[src/rtl/enc_pkg.sv]
// Shared definitions for the streaming extended-Hamming encoder:
// per-word mode enum, N/K/P constants per code size, and the mapping from
// data bit index to Hamming position (skipping powers of two).
package enc_pkg;

  typedef enum logic [1:0] {
    MODE_S   = 2'b00,
    MODE_M   = 2'b01,
    MODE_L   = 2'b10,
    MODE_RSV = 2'b11
  } mode_e;

  localparam int unsigned N_S = 8;
  localparam int unsigned K_S = 4;
  localparam int unsigned P_S = 4;
  localparam int unsigned N_M = 16;
  localparam int unsigned K_M = 11;
  localparam int unsigned P_M = 5;
  localparam int unsigned N_L = 32;
  localparam int unsigned K_L = 26;
  localparam int unsigned P_L = 6;
  localparam int unsigned K_MAX = K_L;

  function automatic int unsigned mode_n(input mode_e m);
    case (m)
      MODE_S:  return N_S;
      MODE_M:  return N_M;
      MODE_L:  return N_L;
      default: return 0;
    endcase
  endfunction

  function automatic int unsigned mode_k(input mode_e m);
    case (m)
      MODE_S:  return K_S;
      MODE_M:  return K_M;
      MODE_L:  return K_L;
      default: return 0;
    endcase
  endfunction

  function automatic int unsigned mode_p(input mode_e m);
    case (m)
      MODE_S:  return P_S;
      MODE_M:  return P_M;
      MODE_L:  return P_L;
      default: return 0;
    endcase
  endfunction

  // Position of data bit idx: idx-th position >= 3 that is not a power of two.
  function automatic logic [5:0] data_pos(input int unsigned idx);
    int unsigned cnt;
    logic [5:0]  pos;
    cnt = 0;
    pos = '0;
    for (int unsigned p = 3; p < 64; p++) begin
      if ((p & (p - 1)) != 0) begin
        if (cnt == idx) pos = 6'(p);
        cnt++;
      end
    end
    return pos;
  endfunction

endpackage

[src/rtl/enc_stream_hamming_if.sv]
// Handshake bundle for enc_stream_hamming.
// Input side: in_valid/in_ready, data_in, codeword_width (and err_mask when
// ENC_ERR_INJECT_EN is defined). Output side: out_valid/out_ready, enc_out.
// master = producer/consumer side (bench), slave = encoder.
interface enc_stream_hamming_if #(
  parameter int unsigned AMBA_WORD = 32
);
  logic                 in_valid;
  logic                 in_ready;
  logic [AMBA_WORD-1:0] data_in;
  logic [1:0]           codeword_width;
  logic                 out_valid;
  logic                 out_ready;
  logic [AMBA_WORD-1:0] enc_out;
`ifdef ENC_ERR_INJECT_EN
  logic [AMBA_WORD-1:0] err_mask;

  modport master (output in_valid, data_in, codeword_width, out_ready, err_mask,
                  input  in_ready, out_valid, enc_out);
  modport slave  (input  in_valid, data_in, codeword_width, out_ready, err_mask,
                  output in_ready, out_valid, enc_out);
`else
  modport master (output in_valid, data_in, codeword_width, out_ready,
                  input  in_ready, out_valid, enc_out);
  modport slave  (input  in_valid, data_in, codeword_width, out_ready,
                  output in_ready, out_valid, enc_out);
`endif
endinterface

[src/rtl/enc_parity_gen.sv]
// Combinational extended-Hamming encoder.
// Ports: data (K-bit data right-aligned, upper bits ignored), mode (code size),
// code (codeword {zeros, p[P-1..0], d[K-1..0]}; zero for reserved mode).
import enc_pkg::*;

module enc_parity_gen #(
  parameter int unsigned AMBA_WORD = 32
) (
  input  logic [AMBA_WORD-1:0] data,
  input  mode_e                mode,
  output logic [AMBA_WORD-1:0] code
);

  logic [K_MAX-1:0] d;
  logic [31:0]      cw;
  logic [5:0]       par;
  logic [5:0]       pos;
  logic             ovr;
  int unsigned      k;
  int unsigned      p;
  logic             unused_hi;

  assign unused_hi = ^data[AMBA_WORD-1:K_MAX];

  always_comb begin
    d   = data[K_MAX-1:0];
    k   = mode_k(mode);
    p   = mode_p(mode);
    par = '0;
    pos = '0;
    cw  = '0;
    // p_j covers data bits whose Hamming position has bit j set
    for (int unsigned i = 0; i < K_MAX; i++) begin
      if (i < k && d[5'(i)]) begin
        pos = data_pos(i);
        for (int unsigned j = 0; j < 5; j++) begin
          if (j + 1 < p && pos[3'(j)]) par[3'(j)] = ~par[3'(j)];
        end
      end
    end
    // overall parity over data and the lower parity bits
    ovr = ^par;
    for (int unsigned i = 0; i < K_MAX; i++) begin
      if (i < k) begin
        ovr          = ovr ^ d[5'(i)];
        cw[5'(i)]    = d[5'(i)];
      end
    end
    for (int unsigned j = 0; j < 6; j++) begin
      if (j + 1 == p) par[3'(j)] = ovr;
    end
    for (int unsigned j = 0; j < 6; j++) begin
      if (j < p) cw[5'(k + j)] = par[3'(j)];
    end
    code = AMBA_WORD'(cw);
  end

endmodule

[src/rtl/enc_stream_hamming.sv]
// Streaming extended-Hamming encoder: S1 (masked data + mode) -> S2
// (codeword) -> output FIFO, all stages backpressured.
// Ports: clk, rst (sync, active-high), bus (enc_stream_hamming_if.slave),
// enc_count (saturating FIFO-write count), mode_err (sticky reserved-mode flag).
// Optional: ENC_ERR_INJECT_EN adds bus.err_mask, XORed into the codeword.
import enc_pkg::*;

module enc_stream_hamming #(
  parameter int unsigned AMBA_WORD  = 32,
  parameter int unsigned FIFO_DEPTH = 4,
  parameter int unsigned CNT_WIDTH  = 16
) (
  input  logic                 clk,
  input  logic                 rst,
  enc_stream_hamming_if.slave  bus,
  output logic [CNT_WIDTH-1:0] enc_count,
  output logic                 mode_err
);

  localparam int unsigned AW = $clog2(FIFO_DEPTH);
  localparam int unsigned PW = AW + 1;

  function automatic logic [AMBA_WORD-1:0] low_mask(input int unsigned n);
    return AMBA_WORD'((64'(1) << n) - 64'(1));
  endfunction

  logic                 s1_valid;
  logic [AMBA_WORD-1:0] s1_data;
  mode_e                s1_mode;
  logic [AMBA_WORD-1:0] s1_code;
  logic [AMBA_WORD-1:0] s2_in;
  logic                 s2_valid;
  logic [AMBA_WORD-1:0] s2_code;
  logic [AMBA_WORD-1:0] mem [FIFO_DEPTH];
  logic [PW-1:0]        wr_ptr;
  logic [PW-1:0]        rd_ptr;
  logic [PW-1:0]        fill;
  logic [AW-1:0]        rd_next;
  logic [AMBA_WORD-1:0] head_q;
  logic                 fifo_empty, fifo_full, fifo_rd, fifo_wr;
  logic                 s2_free, s1_rsv, s1_adv, s1_free;
  logic                 in_rdy, in_fire;
  mode_e                in_mode;

  // Stage chain: each stage may advance when the next one is empty or advancing
  assign fill       = wr_ptr - rd_ptr;
  assign fifo_empty = (fill == '0);
  assign fifo_full  = (fill == PW'(FIFO_DEPTH));
  assign fifo_rd    = !fifo_empty && bus.out_ready;
  assign fifo_wr    = s2_valid && (!fifo_full || fifo_rd);
  assign s2_free    = !s2_valid || fifo_wr;
  assign s1_rsv     = (s1_mode == MODE_RSV);
  assign s1_adv     = s1_valid && (s1_rsv || s2_free);
  assign s1_free    = !s1_valid || s1_adv;
  assign in_rdy     = !rst && s1_free;
  assign in_fire    = bus.in_valid && in_rdy;
  assign in_mode    = mode_e'(bus.codeword_width);
  assign rd_next    = AW'(rd_ptr[AW-1:0] + AW'(1));

  assign bus.in_ready  = in_rdy;
  assign bus.out_valid = !fifo_empty;
  assign bus.enc_out   = head_q;

  enc_parity_gen #(.AMBA_WORD(AMBA_WORD)) u_parity (
    .data (s1_data),
    .mode (s1_mode),
    .code (s1_code)
  );

`ifdef ENC_ERR_INJECT_EN
  logic [AMBA_WORD-1:0] s1_mask;

  always_ff @(posedge clk) begin
    if (rst)          s1_mask <= '0;
    else if (in_fire) s1_mask <= bus.err_mask & low_mask(mode_n(in_mode));
  end

  assign s2_in = s1_code ^ s1_mask;
`else
  assign s2_in = s1_code;
`endif

  // Pipeline, pointers, head register and status
  always_ff @(posedge clk) begin
    if (rst) begin
      s1_valid  <= 1'b0;
      s1_data   <= '0;
      s1_mode   <= MODE_S;
      s2_valid  <= 1'b0;
      s2_code   <= '0;
      wr_ptr    <= '0;
      rd_ptr    <= '0;
      head_q    <= '0;
      enc_count <= '0;
      mode_err  <= 1'b0;
    end else begin
      if (s1_free) s1_valid <= in_fire;
      if (in_fire) begin
        s1_data <= bus.data_in & low_mask(mode_k(in_mode));
        s1_mode <= in_mode;
        if (in_mode == MODE_RSV) mode_err <= 1'b1;
      end
      // reserved-mode words are dropped here and never occupy S2
      if (s2_free) begin
        s2_valid <= s1_valid && !s1_rsv;
        if (s1_valid && !s1_rsv) s2_code <= s2_in;
      end
      if (fifo_wr) begin
        wr_ptr <= wr_ptr + PW'(1);
        if (enc_count != '1) enc_count <= enc_count + CNT_WIDTH'(1);
      end
      if (fifo_rd) rd_ptr <= rd_ptr + PW'(1);
      // head tracks the FIFO front and keeps the last value once empty
      if (fifo_rd && fill > PW'(1))                    head_q <= mem[rd_next];
      else if (fifo_wr && (fifo_empty || fifo_rd))     head_q <= s2_code;
    end
  end

  always_ff @(posedge clk) begin
    if (fifo_wr && !rst) mem[wr_ptr[AW-1:0]] <= s2_code;
  end

endmodule

[src/flat_wrapper.sv]
// flat-port wrapper written by rule: the top's interface ports become plain ports
module enc_stream_hamming_flat 
#(
  parameter int unsigned AMBA_WORD  = 32,
  parameter int unsigned FIFO_DEPTH = 4,
  parameter int unsigned CNT_WIDTH  = 16
)
  (clk, rst, enc_count, mode_err, bus_in_valid, bus_data_in, bus_codeword_width, bus_out_ready, bus_in_ready, bus_out_valid, bus_enc_out);
  enc_stream_hamming_if #(.AMBA_WORD(AMBA_WORD)) bus_i ();
  input  logic clk;
  input  logic rst;
  output logic [CNT_WIDTH-1:0] enc_count;
  output logic mode_err;
  input wire logic [$bits(bus_i.in_valid)-1:0] bus_in_valid;
  input wire logic [$bits(bus_i.data_in)-1:0] bus_data_in;
  input wire logic [$bits(bus_i.codeword_width)-1:0] bus_codeword_width;
  input wire logic [$bits(bus_i.out_ready)-1:0] bus_out_ready;
  output wire logic [$bits(bus_i.in_ready)-1:0] bus_in_ready;
  output wire logic [$bits(bus_i.out_valid)-1:0] bus_out_valid;
  output wire logic [$bits(bus_i.enc_out)-1:0] bus_enc_out;
  assign bus_i.in_valid = bus_in_valid;
  assign bus_i.data_in = bus_data_in;
  assign bus_i.codeword_width = bus_codeword_width;
  assign bus_i.out_ready = bus_out_ready;
  assign bus_in_ready = bus_i.in_ready;
  assign bus_out_valid = bus_i.out_valid;
  assign bus_enc_out = bus_i.enc_out;
  enc_stream_hamming #(.AMBA_WORD(AMBA_WORD), .FIFO_DEPTH(FIFO_DEPTH), .CNT_WIDTH(CNT_WIDTH)) u_core (.clk(clk), .rst(rst), .bus(bus_i), .enc_count(enc_count), .mode_err(mode_err));
endmodule
[config.mk]
export PLATFORM = sky130hd
export DESIGN_NAME = enc_stream_hamming_flat
export DESIGN_NICKNAME = d
export VERILOG_FILES = /design/src/rtl/enc_pkg.sv /design/src/rtl/enc_stream_hamming_if.sv /design/src/rtl/enc_parity_gen.sv /design/src/rtl/enc_stream_hamming.sv /design/src/flat_wrapper.sv
export SDC_FILE = /design/constraint.sdc
export NUM_CORES = 1
export LEC_CHECK = 0
export ABC_AREA = 1
export BUFFER_PORTS_ARGS = -buffer_cell sky130_fd_sc_hd__buf_2
export CELL_PAD_IN_SITES_DETAIL_PLACEMENT = 1
export CELL_PAD_IN_SITES_GLOBAL_PLACEMENT = 2
export CORE_ASPECT_RATIO = 0.75
export CORE_MARGIN = 1.5
export CORE_UTILIZATION = 25
export CTS_CLUSTER_DIAMETER = 60
export DETAILED_ROUTE_END_ITERATION = 10
export MAX_ROUTING_LAYER = met4
export PLACE_DENSITY = 0.61
export SYNTH_ARGS = -nofsm -noshare
export SYNTH_HDL_FRONTEND = slang
export SYNTH_SLANG_ARGS = --single-unit
[constraint.sdc]
create_clock -name clk -period 4.4 [get_ports clk]
set_input_delay 0 -clock clk [delete_from_list [all_inputs] [get_ports clk]]
set_output_delay 0 -clock clk [all_outputs]
set_load 0.05 [all_outputs]
==> flow_summary.json, run 1 <==
{
  "status": "finished clean",
  "fmax_ghz": 0.251,
  "yosys.area.top_type_share": 0.298,
  "finalCoreUtilization": 0.309,
  "drv_slew": 0,
  "grt_max_degree": 65,
  "tightest_slew_ns": 0.940,
  "clk_pin_slew_ns": 0.06,
  "detail_route.wl_per_cell_um": 19.5,
  "place_hpwl_um": 34000,
  "syn_area_mm2": 0.0129,
  "cp.arrival_ns": 4.40,
  "finalNetCount": 1811,
  "drive_gt1_frac": 0.129,
  "internal_power_w": 0.00493,
  "area_delta_synth_final_pct": 20.8,
  "die_x_um": 265,
  "yosysWarnings": 0,
  "p_switching_w": 0.00324,
  "n_fill_cell": 6040,
  "p_leak_nw": 6.43,
  "cts.path.max_buffers": 3,
  "postSynthAreaPerCell_um2": 7.88,
  "die_area_mm2": 0.0530,
  "yosysMostFrequentCell": "nand2_1",
  "synth_top_flop_cell": "edfxtp_1",
  "crit_required_ns": 4.81,
  "max-slew-margin-rel": 0.373,
  "switching_share": 0.396,
  "route.vias.total": 11818,
  "finalSetupTns_ns": 0,
  "synth_edf_count": 128,
  "cts_tree": "done",
  "maxCapViolations": 0,
  "p_comb_frac": 0.351,
  "wl_um": 47400,
  "dpl-instance-area_mm2": 0.0142,
  "synth_nets": 1697,
  "hold_viol": 0,
  "min_path_type": "in -> reg",
  "diodes": 0,
  "synth-seq-area-share": 0.479,
  "via_per_inst": 4.86,
  "rsz0062_at_grt": "no",
  "hold_depth": 4,
  "seqPwrFrac": 0.330,
  "synthArstFlopShare": 0,
  "power_frac_clock": 0.319,
  "root_buffer": "clkbuf_16",
  "preCtsSetupSlack_ns": 0.413,
  "worstRegToRegCells": 25,
  "grt_pass1_wl_um": 73200,
  "finalWorstSetupSlack_ns": 0.410,
  "path_class": "reg -> reg",
  "gp_congestion": 0.913,
  "power.density_mw_per_mm2": 524,
  "firstDrtPassIters": 5,
  "numCtsBuffers": 30,
  "htreeDepth": 1,
  "synth_common_cells": "411 x nand2_1, 167 x nor2_1, 159 x inv_1",
  "start_util": 0.255,
  "irDropWorstVdd_mv": 0.276,
  "yosysTopAreaCell": "edfxtp_1",
  "detail_route.iter0.violations": 697,
  "drc": 0,
  "ys_top_cells_by_area": "edfxtp_1 30%, dfxtp_1 18%, nand2_1 12%",
  "fin_area_mm2": 0.0156,
  "fin_crit_sh": 0.907,
  "coreArea_mm2": 0.0505,
  "synth-seq-cells": 245,
  "synth_cell_types": 54,
  "register_area_mm2": 0.00619,
  "antenna_found_initial": 0,
  "port_buffers": 82,
  "final.min_clock_period_ns": 3.99,
  "start_kind": "flop",
  "ant_nets": 0,
  "setup.worst_path.end_class": "flop",
  "multi_input_area_mm2": 0.00575,
  "crit_fanout": 13,
  "syn_inst": 1639,
  "track_usage": 0.185,
  "finalSetupViolCount": 0,
  "grt_remaining_overflow": 0,
  "grt_pass1_vias": 11947,
  "clk_latency_ns": 0.58,
  "clock_sinks": 245,
  "post_cts_buffers": 0,
  "fin_skew_ns": 0.0301,
  "std_cell_rows": 71,
  "die_h_um": 200,
  "pin_count": 89
}
path summary, 6_finish.rpt:
check / from / to / slack, ns
worst max-delay path: u_core.s1_mode[0] / u_core.s2_code[12] / 0.41
worst min-delay path: bus_in_valid / u_core.s1_valid / 0.28
worst max register to register: u_core.s1_mode[0] / u_core.s2_code[12] / 0.41
worst min register to register: u_core.mode_err / u_core.mode_err / 0.45
state kept, by name, summed over array words and instances (netlist names):
name                flops
u_core.bus.enc_out     32
u_core.s2_valid         1
u_core.mem            128
u_core.wr_ptr           3
u_core.mode_err         1
u_core.enc_count       16
u_core.s2_code         32
u_core.rd_ptr           3
u_core.s1_data         26
u_core.s1_mode          2
u_core.s1_valid         1
per-stage QoR:
stage | std cells | hold slack [ns] | power [W]
finish | 2434 | 0.284 | 0.00818
floorplan | 1639 | 0.155 | 0.00468
global route | 2434 | 0.272 | 0.00868
CTS | 2434 | 0.250 | 0.00829
global placement | 2342 | 0.288 | 0.00558
detailed placement | 2342 | 0.289 | 0.00561
placed cells by master (no fill, tap or decap), types with 17 or more instances in the layout:
cell             n
o21ai_0        124
dlygate4sd3_1   36
buf_2           82
o32ai_1         32
buf_4           43
edfxtp_1       128
a31oi_1         40
a21oi_1        100
inv_1          157
nand2_1        411
dfxtp_1        116
ha_1            17
clkbuf_16       32
nand3_1        109
nor2_1         163
a211oi_1        22
power by group through the flow:
| stage | clock network (W) | logic, W | registers, W |
|---|---|---|---|
| detailed placement | 0 | 0.00286 | 0.00275 |
| floorplan | 0 | 0.00169 | 0.00299 |
| global placement | 0 | 0.00283 | 0.00274 |
| global route | 0.00278 | 0.00318 | 0.00272 |
| finish | 0.00261 | 0.00287 | 0.00269 |
| CTS | 0.00269 | 0.00290 | 0.00270 |
routing by layer:
layer,vias to the layer above,wire [um],track usage
li1,5790,-,-
met2,171,19800,0.269
met5,-,0,-
met3,39,1980,0.0312
met4,0,573,0.0267
met1,5818,25100,0.272
cell families (layout without fill, tap and decap cells):
group / count (synthesis) / in the layout / synth area share
AOI/OAI and AO/OA: 367 / 367 / 0.171
and+or+nand+nor: 743 / 743 / 0.240
adders and majority gates: 20 / 20 / 0.0200
xor gates and xnor gates: 14 / 14 / 0.0112
buffers and inverters: 250 / 388 / 0.0785
DFF: 245 / 245 / 0.479
worst max-delay path, cell delays in order (launching register included):
cell and delay [ns]:
dfxtp_1 0.31, buf_4 0.16, ha_1 0.20, inv_1 0.35
nand2_1 0.21, nand2_1 0.17, nand2_1 0.11, nand2_1 0.10
nand3b_1 0.10, a21o_1 0.19, nand2_1 0.22, nand3_1 0.12
nand2_1 0.12, inv_1 0.05, nand2_1 0.08, nand2_1 0.05
nand2_1 0.07, nand2_1 0.05, nand2_1 0.11, nand2_4 0.12
nand2_4 0.13, nand2_4 0.16, o31ai_1 0.30, nand3_1 0.13
nand3_1 0.11, a21oi_1 0.09
repair_timing:
| action | in CTS | in global routing |
|---|---|---|
| hold buffers | 36 | 0 |
| endpoints found under the setup margin | 0 | 6 |
| endpoints found under the hold margin | 46 | 0 |
| gates resized for setup | 0 | 3 |
layout make-up:
type / instances / share of cell area
Clock inverter: 13 / 0.00971
Tap cell: 657 / 0.0527
Clock buffer: 43 / 0.0585
Sequential cell: 245 / 0.397
Inverter: 168 / 0.0404
Timing Repair Buffer: 164 / 0.0734
Multi-Input combinational cell: 1144 / 0.369
No activity file was read; power rests on OpenSTA's default activity.
==> inputs of run 2 (changes only) <==
- PLACE_DENSITY: 0.61 -> default
- PLACE_DENSITY_LB_ADDON: default -> 0.1
- SYNTH_HIERARCHICAL: default -> 1
==> flow_summary.json, run 2 <==
{
  "status": "finished clean",
  "drc": 0,
  "finalSetupTns_ns": 0,
  "clock_sinks": 245,
  "grt_remaining_overflow": 0,
  "post_cts_buffers": 0,
  "final.min_clock_period_ns": 3.98,
  "p_leak_nw": 7.41,
  "firstDrtPassIters": 5,
  "postSynthAreaPerCell_um2": 7.13,
  "detail_route.wl_per_cell_um": 18.5,
  "rsz0062_at_grt": "no",
  "std_cell_rows": 75,
  "finalSetupViolCount": 0,
  "power_frac_clock": 0.287,
  "fin_skew_ns": 0.0138,
  "largest_register_ffs": 128,
  "synth_nets": 2051,
  "die_h_um": 209,
  "antenna_found_initial": 0,
  "htreeDepth": 1,
  "coreArea_mm2": 0.0560,
  "area_delta_synth_final_pct": 19.7,
  "drv_slew": 0,
  "finalNetCount": 2167,
  "grt_pass1_wl_um": 83600,
  "path_class": "reg -> reg",
  "switching_share": 0.422,
  "pin_count": 89,
  "grt_pass1_vias": 13772,
  "clk_pin_slew_ns": 0.06,
  "n_fill_cell": 6853,
  "seqPwrFrac": 0.305,
  "p_comb_frac": 0.408,
  "cts_tree": "done",
  "via_per_inst": 4.73,
  "wl_um": 53000,
  "crit_fanout": 13,
  "numCtsBuffers": 31,
  "track_usage": 0.189,
  "final_common_cell": "nand2_1",
  "detail_route.iter0.violations": 781,
  "cts.path.max_buffers": 3,
  "start_kind": "flop",
  "grt_max_degree": 77,
  "max-slew-margin-rel": 0.377,
  "cp.arrival_ns": 4.50,
  "fin_crit_sh": 0.904,
  "power.density_mw_per_mm2": 513,
  "syn_area_mm2": 0.0142,
  "maxCapViolations": 0,
  "tightest_slew_ns": 0.934,
  "hold_viol": 0,
  "final_cell_mix": "535 x nand2_1, 338 x nor2_1, 189 x inv_1",
  "min_path_type": "in -> reg",
  "irDropWorstVdd_mv": 0.343,
  "root_buffer": "clkbuf_16",
  "yosysWarnings": 6,
  "internal_power_w": 0.00505,
  "route.vias.total": 13547,
  "place_hpwl_um": 37900,
  "port_buffers": 82,
  "crit_required_ns": 4.92,
  "fmax_ghz": 0.251,
  "syn_inst": 1991,
  "ant_nets": 0,
  "p_switching_w": 0.00368,
  "setup.worst_path.end_class": "flop",
  "die_x_um": 278,
  "start_util": 0.254,
  "die_area_mm2": 0.0583,
  "diodes": 0,
  "drive_gt1_frac": 0.118,
  "gp_congestion": 0.901,
  "power_w": 0.00873,
  "clk_latency_ns": 0.59
}
-- run 2: final cells by class --
type	count	area, um2	share of cell area
Timing Repair Buffer	183	1300	0.0767
Tap cell	731	915	0.0538
Clock inverter	13	146	0.00861
Multi-Input combinational cell	1446	6840	0.403
Sequential cell	245	6190	0.364
Inverter	200	754	0.0444
Clock buffer	45	848	0.0499
-- run 2: power by group through the flow --
| stage | registers [W] | logic (W) | clock network (W) |
|---|---|---|---|
| 2_1_floorplan | 0.00299 | 0.00217 | 0 |
| 3_3_place_gp | 0.00271 | 0.00353 | 0 |
| 3_5_place_dp | 0.00272 | 0.00356 | 0 |
| 4_1_cts | 0.00267 | 0.00360 | 0.00261 |
| 5_1_grt | 0.00268 | 0.00402 | 0.00269 |
| 6_report | 0.00266 | 0.00356 | 0.00250 |
-- run 2: repair_timing --
item	4_1_cts	5_1_grt
gates resized for setup	0	12
hold endpoints to repair	32	0
setup endpoints to repair	0	32
hold buffers	39	0
-- run 2: worst paths after layout --
path / from / to / slack (ns) / cells past startpoint
hold reg to reg: u_core/mode_err / u_core/mode_err / 0.45 / 2
hold / removal: rst / u_core/s1_data[25] / 0.04 / 2
setup / recovery: u_core/s1_mode[0] / u_core/s2_code[2] / 0.42 / 25
setup reg to reg: u_core/s1_mode[0] / u_core/s2_code[2] / 0.42 / 25
-- run 2: critical path: stages, from the launching register on --
cell,delay [ns]
dfxtp_1,0.31
inv_2,0.12
ha_4,0.22
buf_12,0.15
nand2_1,0.11
nand2_1,0.13
nand2_1,0.09
xnor2_1,0.38
nand2_1,0.13
nand2_1,0.08
nand2_1,0.06
nand3_1,0.13
nand4_1,0.15
nand2_1,0.11
nand2_1,0.05
nand2_1,0.08
nand2_1,0.09
nand2_2,0.09
nand2_1,0.08
nand3_2,0.14
nand3_2,0.14
nand2_2,0.36
a21oi_1,0.13
a31oi_1,0.28
o21ai_0,0.18
nor2_1,0.13
-- run 2: metal layers --
metal  GRT usage  share of wire  vias to the layer above
met5           -              0                        -
met1       0.278           0.53                     6612
li1            -              -                     6694
met4      0.0277          0.012                        0
met3      0.0266          0.038                       47
met2       0.279           0.42                      194
-- run 2: metrics by stage --
stage | std cells | hold slack, ns | util | setup WS (ns) | cell area (um2)
6_report | 2863 | 0.0447 | 0.303 | 0.420 | 17000
5_1_grt | 2863 | 0.0697 | 0.303 | 0.00548 | 17000
4_1_cts | 2863 | 0.0249 | 0.303 | 0.122 | 17000
3_5_place_dp | 2766 | 0.361 | 0.278 | 0.147 | 15600
3_3_place_gp | 2766 | 0.369 | 0.278 | 0.236 | 15600
2_1_floorplan | 1991 | 0.169 | - | 1.00 | 14200
